### config.mk
export PLATFORM = sky130hd
export DESIGN_NAME = mem_arbiter
export DESIGN_NICKNAME = d
export VERILOG_FILES = /design/src/rtl/mem_arb_pkg.sv /design/src/rtl/mem_arb_timer.sv /design/src/rtl/mem_arbiter.sv
export SDC_FILE = /design/constraint.sdc
export NUM_CORES = 1
export LEC_CHECK = 0
export ABC_CLOCK_PERIOD_IN_PS = 1450
export CORE_MARGIN = 4
export CORE_UTILIZATION = 38
export CTS_BUF_LIST = sky130_fd_sc_hd__clkbuf_8
export CTS_CLUSTER_DIAMETER = 120
export CTS_CLUSTER_SIZE = 25
export DETAILED_ROUTE_END_ITERATION = 12
export HOLD_SLACK_MARGIN = 0.03
export PLACE_DENSITY = 0.8
export SYNTH_ARGS = -nofsm -noshare
export SYNTH_HDL_FRONTEND = slang
export SYNTH_SLANG_ARGS = --single-unit
### constraint.sdc
create_clock -name clk -period 1.45 [get_ports clk]
set_input_delay 0.29 -clock clk [delete_from_list [all_inputs] [get_ports clk]]
set_output_delay 0.29 -clock clk [all_outputs]
set_load 0.01 [all_outputs]
### src/rtl/mem_arb_pkg.sv
// mem_arb_pkg: shared state encoding and requester source codes for the memory arbiter
package mem_arb_pkg;

    typedef enum logic [1:0] {
        IDLE,
        BUSY_I,
        BUSY_D
    } arb_state_t;

    localparam logic SRC_IF = 1'b0;
    localparam logic SRC_DM = 1'b1;

endpackage

### src/rtl/mem_arb_timer.sv
// mem_arb_timer: per-access timeout counter with clear/enable and a same-cycle expire flag
module mem_arb_timer #(
    parameter int TIMEOUT = 16
) (
    input  logic clk,
    input  logic rst,
    input  logic clr,
    input  logic en,
    output logic expire
);

    localparam int CW = $clog2(TIMEOUT);
    localparam logic [CW-1:0] LAST = CW'(TIMEOUT - 1);

    logic [CW-1:0] cnt;

    // expire fires in the TIMEOUT-th counted cycle, so the access is cut before cnt can wrap
    assign expire = en & (cnt == LAST);

    // count waiting cycles of the current access; held at zero while no access is running
    always_ff @(posedge clk or negedge rst) begin
        if (!rst)
            cnt <= '0;
        else if (clr)
            cnt <= '0;
        else if (en)
            cnt <= cnt + CW'(1);
    end

endmodule

### src/rtl/mem_arbiter.sv
// mem_arbiter: arbitrates one single-ported memory between fetch (IF) and load/store (dm) with
// starvation guard and access timeout; define MEM_ARB_PERF_EN to get the stall-cycle counters
module mem_arbiter #(
    parameter int ADDR_W     = 32,
    parameter int DATA_W     = 32,
    parameter int TIMEOUT    = 16,
    parameter int STARVE_LIM = 4
) (
    input  logic              clk,
    input  logic              rst,
    input  logic              if_req,
    input  logic [ADDR_W-1:0] if_addr,
    output logic [DATA_W-1:0] if_rdata,
    output logic              if_ack,
    input  logic              dm_req,
    input  logic              dm_we,
    input  logic [ADDR_W-1:0] dm_addr,
    input  logic [DATA_W-1:0] dm_wdata,
    output logic [DATA_W-1:0] dm_rdata,
    output logic              dm_ack,
    output logic              stall_if,
    output logic              stall_mem,
    output logic              mem_req,
    output logic              mem_we,
    output logic [ADDR_W-1:0] mem_addr,
    output logic [DATA_W-1:0] mem_wdata,
    input  logic [DATA_W-1:0] mem_rdata,
    input  logic              mem_ack,
    output logic              bus_err,
    output logic              err_src,
    output logic [31:0]       perf_if_wait,
    output logic [31:0]       perf_dm_wait
);

    import mem_arb_pkg::*;

    localparam int SW = $clog2(STARVE_LIM + 1);
    localparam logic [SW-1:0] STARVE_MAX = SW'(STARVE_LIM);

    arb_state_t    state;
    logic [SW-1:0] starve_cnt;
    logic          busy;
    logic          starved;
    logic          grant_dm;
    logic          expire;
    logic          done;

    assign busy      = state != IDLE;
    assign starved   = starve_cnt == STARVE_MAX;
    assign grant_dm  = dm_req & ~(if_req & starved);
    assign done      = mem_ack | expire;
    assign stall_if  = if_req & ~if_ack;
    assign stall_mem = dm_req & ~dm_ack;

    mem_arb_timer #(
        .TIMEOUT(TIMEOUT)
    ) u_timer (
        .clk   (clk),
        .rst   (rst),
        .clr   (~busy),
        .en    (busy & ~mem_ack),
        .expire(expire)
    );

    // grant in IDLE, hold the memory request while busy, then finish on ack or timeout
    always_ff @(posedge clk or negedge rst) begin
        if (!rst) begin
            state      <= IDLE;
            starve_cnt <= '0;
            mem_req    <= 1'b0;
            mem_we     <= 1'b0;
            mem_addr   <= '0;
            mem_wdata  <= '0;
            if_rdata   <= '0;
            dm_rdata   <= '0;
            if_ack     <= 1'b0;
            dm_ack     <= 1'b0;
            bus_err    <= 1'b0;
            err_src    <= SRC_IF;
        end else begin
            if_ack  <= 1'b0;
            dm_ack  <= 1'b0;
            bus_err <= 1'b0;
            case (state)
                IDLE: begin
                    if (grant_dm) begin
                        state     <= BUSY_D;
                        mem_req   <= 1'b1;
                        mem_we    <= dm_we;
                        mem_addr  <= dm_addr;
                        mem_wdata <= dm_wdata;
                        if (if_req && !starved)
                            starve_cnt <= starve_cnt + SW'(1);
                    end else if (if_req) begin
                        state      <= BUSY_I;
                        mem_req    <= 1'b1;
                        mem_we     <= 1'b0;
                        mem_addr   <= if_addr;
                        mem_wdata  <= '0;
                        starve_cnt <= '0;
                    end
                end
                BUSY_I, BUSY_D: begin
                    if (done) begin
                        state   <= IDLE;
                        mem_req <= 1'b0;
                        if (state == BUSY_D) begin
                            dm_ack   <= 1'b1;
                            dm_rdata <= mem_ack ? mem_rdata : '0;
                        end else begin
                            if_ack   <= 1'b1;
                            if_rdata <= mem_ack ? mem_rdata : '0;
                        end
                        if (!mem_ack) begin
                            bus_err <= 1'b1;
                            err_src <= (state == BUSY_D) ? SRC_DM : SRC_IF;
                        end
                    end
                end
                default: state <= IDLE;
            endcase
        end
    end

`ifdef MEM_ARB_PERF_EN
    // saturating stall-cycle counters for each requester
    always_ff @(posedge clk or negedge rst) begin
        if (!rst) begin
            perf_if_wait <= '0;
            perf_dm_wait <= '0;
        end else begin
            if (stall_if && perf_if_wait != 32'hFFFF_FFFF)
                perf_if_wait <= perf_if_wait + 32'd1;
            if (stall_mem && perf_dm_wait != 32'hFFFF_FFFF)
                perf_dm_wait <= perf_dm_wait + 32'd1;
        end
    end
`else
    assign perf_if_wait = '0;
    assign perf_dm_wait = '0;
`endif

endmodule

==> results.cfg <==
[run_status]
status = complete, but fails checks
violations = setup timing

[floorplanning]
die-area_um2 = 19600
initial_core_util_pct = 39.3
die_w_um = 140
io_pins = 334
die_h_um = 140
core_um2 = 16800
fp-row-count = 47

[sta]
fin_crit_ps = 1650
setup_viol = 128
layout_setup_ws_ps = -196
rsz0062_at_grt = yes
max_freq_ghz = 0.608
finalCritPeriodShare_pct = 113
report.final.slew_viol_count = 0
fin_worst_skew_ps = 13.9
hold_viol = 0

[yosys]
ys_ff_latch = 143
seq_area_frac_synth_pct = 54.1
syn-cell-area_um2 = 6610
ys_types = 39
ys_warn_count = 0
syn_area_per_cell_um2 = 10.9
synth_cells = 609

[layout]
syn_to_final_growth_pct = 57.0
nFillCells = 1368
drive_gt1_share_pct = 19.0
final_nets = 1069
antennaDiodeCount = 0
fin_area_um2 = 10400

[route]
vias = 5809
first_pass_iters = 4
drt_iter0_markers = 210
wire_per_inst_um = 18.3
vias_per_cell = 4.99
drt-total-wl_mm = 21.3
drc_errors = 0
drtAntennaViolNets = 0

[placed_design]
place_hpwl_mm = 14.3
gp_congestion = 0.828
pre_cts_ws_ps = -379
place_area_um2 = 9520
port_buffers = 269

[clock_network]
cts_sinks = 143
clkLatencyLatePin_ps = 450
cts_buffers = 17
clk_pin_slew_ps = 80
cts.path.max_buffers = 2
cts-root-buf = clkbuf_8
htreeDepth = 4
cts_tree = done

[critical_path]
start_kind = flip-flop
slowest_delay_ps = 400
reg2reg_from = state[0]
cp_max_fo = 32
endpoint_kind = flip-flop
path_cells = inv_2 -> ha_4 -> and4b_2 -> buf_6 -> o211ai_4 -> buf_12 -> a22o_1
r2r_end = dm_rdata[20]
critPathRequiredTime_ps = 1830
arrival_ps = 2030
reg2reg_depth = 7
critPathKind = reg -> reg
r2r_slack_ps = -200
slowest_stage = dfrtp_1

[global_routing]
grt_max_degree = 35
gr-total-overflow = 0
antenna_found_initial = 0
grt_usage_pct = 21.2
grt_first_pass_wirelength_mm = 32.6
grt_pass1_vias = 5933

[power_and_ir_drop]
p_leak_nw = 4.85
peakVddDrop_uv = 840
power_mw = 21.2
p_per_area_nw_per_um2 = 2040

[worst_hold_path]
hp-class = in -> async

[flow_run]
maxCapViolations = 0
==> power by group <==
part / leakage [nW] / switching (mW) / internal [mW]
logic: 2.81 / 5.14 / 5.63
clock network: 0.230 / 1.65 / 1.96
registers: 1.81 / 1.04 / 5.79
==> per-layer routing <==
metal / routed length (um) / up-vias / track usage [%]
li1: - / 2657 / -
met1: 8490 / 2852 / 26.0
met2: 10500 / 277 / 35.2
met3: 1910 / 23 / 7.12
met4: 363 / 0 / 6.99
met5: 0 / - / 0
==> flip-flops by register name, indices dropped and copies added (netlist names) <==
name         count
bus_err          1
dm_ack           1
dm_rdata        32
err_src          1
if_ack           1
if_rdata        32
mem_addr        32
mem_req          1
mem_wdata       32
mem_we           1
starve_cnt       3
state            2
u_timer.cnt      4
==> cell families (layout without fill, tap and decap cells) <==
kind of cell,after synthesis,in the layout,share of synthesized area (%)
other cells,1,64,0.0567
flops,143,143,54.1
buf+inv,121,391,12.5
compound gates,144,144,18.7
simple gates,190,191,13.0
fa+ha+maj,5,5,0.946
mux,2,2,0.322
xor+xnor,3,3,0.397
==> cell type report <==
class                   count  area [um2]  area share (%)
repair buffers            352        3530            34.0
inverters                   7        26.3           0.253
clock buffers              18         248            2.39
multi-input cells         409        2520            24.3
clock inverters            14         206            1.99
well taps                 220         275            2.65
flip-flops and latches    143        3580            34.5
==> cells in the final DEF, fill, tap and decap left out, drive strengths merged, types with 10 or more instances in the layout <==
master           n
conb            64
clkbuf          29
o211ai          33
a22o            65
inv             10
nand4           33
o21ai           41
nand2          134
buf             82
dlygate4sd2     18
dfrtp          143
clkdlybuf4s50  132
clkdlybuf4s15  105
==> worst max-delay path, delay by kind of cell (launching register included) <==
family / cells / cell delay (ps)
AOI/OAI and AO/OA: 2 / 370
adders and majority gates: 1 / 130
buffers and inverters: 3 / 440
DFF: 1 / 400
and+or+nand+nor: 1 / 230
==> per-stage QoR <==
step | hold WS [ps] | util [%] | instances | setup TNS (ps)
global route | 288 | 61.7 | 1163 | -21570
finish | 282 | 61.7 | 1163 | -13930
detailed placement | 186 | 56.6 | 1088 | -33590
floorplan | -5.59 | - | 672 | -1590
CTS | 254 | 61.1 | 1145 | -18080
global placement | 187 | 56.6 | 1088 | -32090
==> cells in the mapped netlist (all sizes together) <==
master   number  area [um2]
and4b         1        10.0
o21a          1        7.51
o21ai        41         216
nor2b         4        32.5
nor2          5        18.8
nand2b        1        6.26
xnor2         1        8.76
buf         103         758
a22o         65         569
o211ai       33         407
clkbuf       11        41.3
or3           2        12.5
nand4        33         206
and2          2        12.5
and3b         1        8.76
inv           7        26.3
nand2       134         503
mux2          1        11.3
xor2          2        17.5
mux2i         1        10.0
nand4b        2        17.5
o2111ai       1        8.76
ha            5        62.6
a32o          1        10.0
nand3         4        25.0
dfrtp       143        3580
conb          1        3.75
and3          1        6.26
o2bb2ai       2        17.5
==> what timing repair did <==
action,CTS,global route
gates resized for setup,224,66
endpoints found under the setup margin,268,203
pin swaps,16,3
endpoints found under the hold margin,125,0
gates cloned,8,0
buffers inserted,16,21
hold buffers,1,0
==> worst max path at each step <==
stage	from	slack [ps]	end	cells past startpoint
finish	state[0]	-200	dm_rdata[20]	7
global route	state[0]	-240	if_rdata[10]	7
CTS	state[0]	-190	if_rdata[31]	7
detailed placement	if_req	-380	mem_addr[26]	6
global placement	if_req	-380	stall_if	3
floorplan	state[1]	-70	err_src	6
Note: power is estimated with default switching activity, not from simulation.
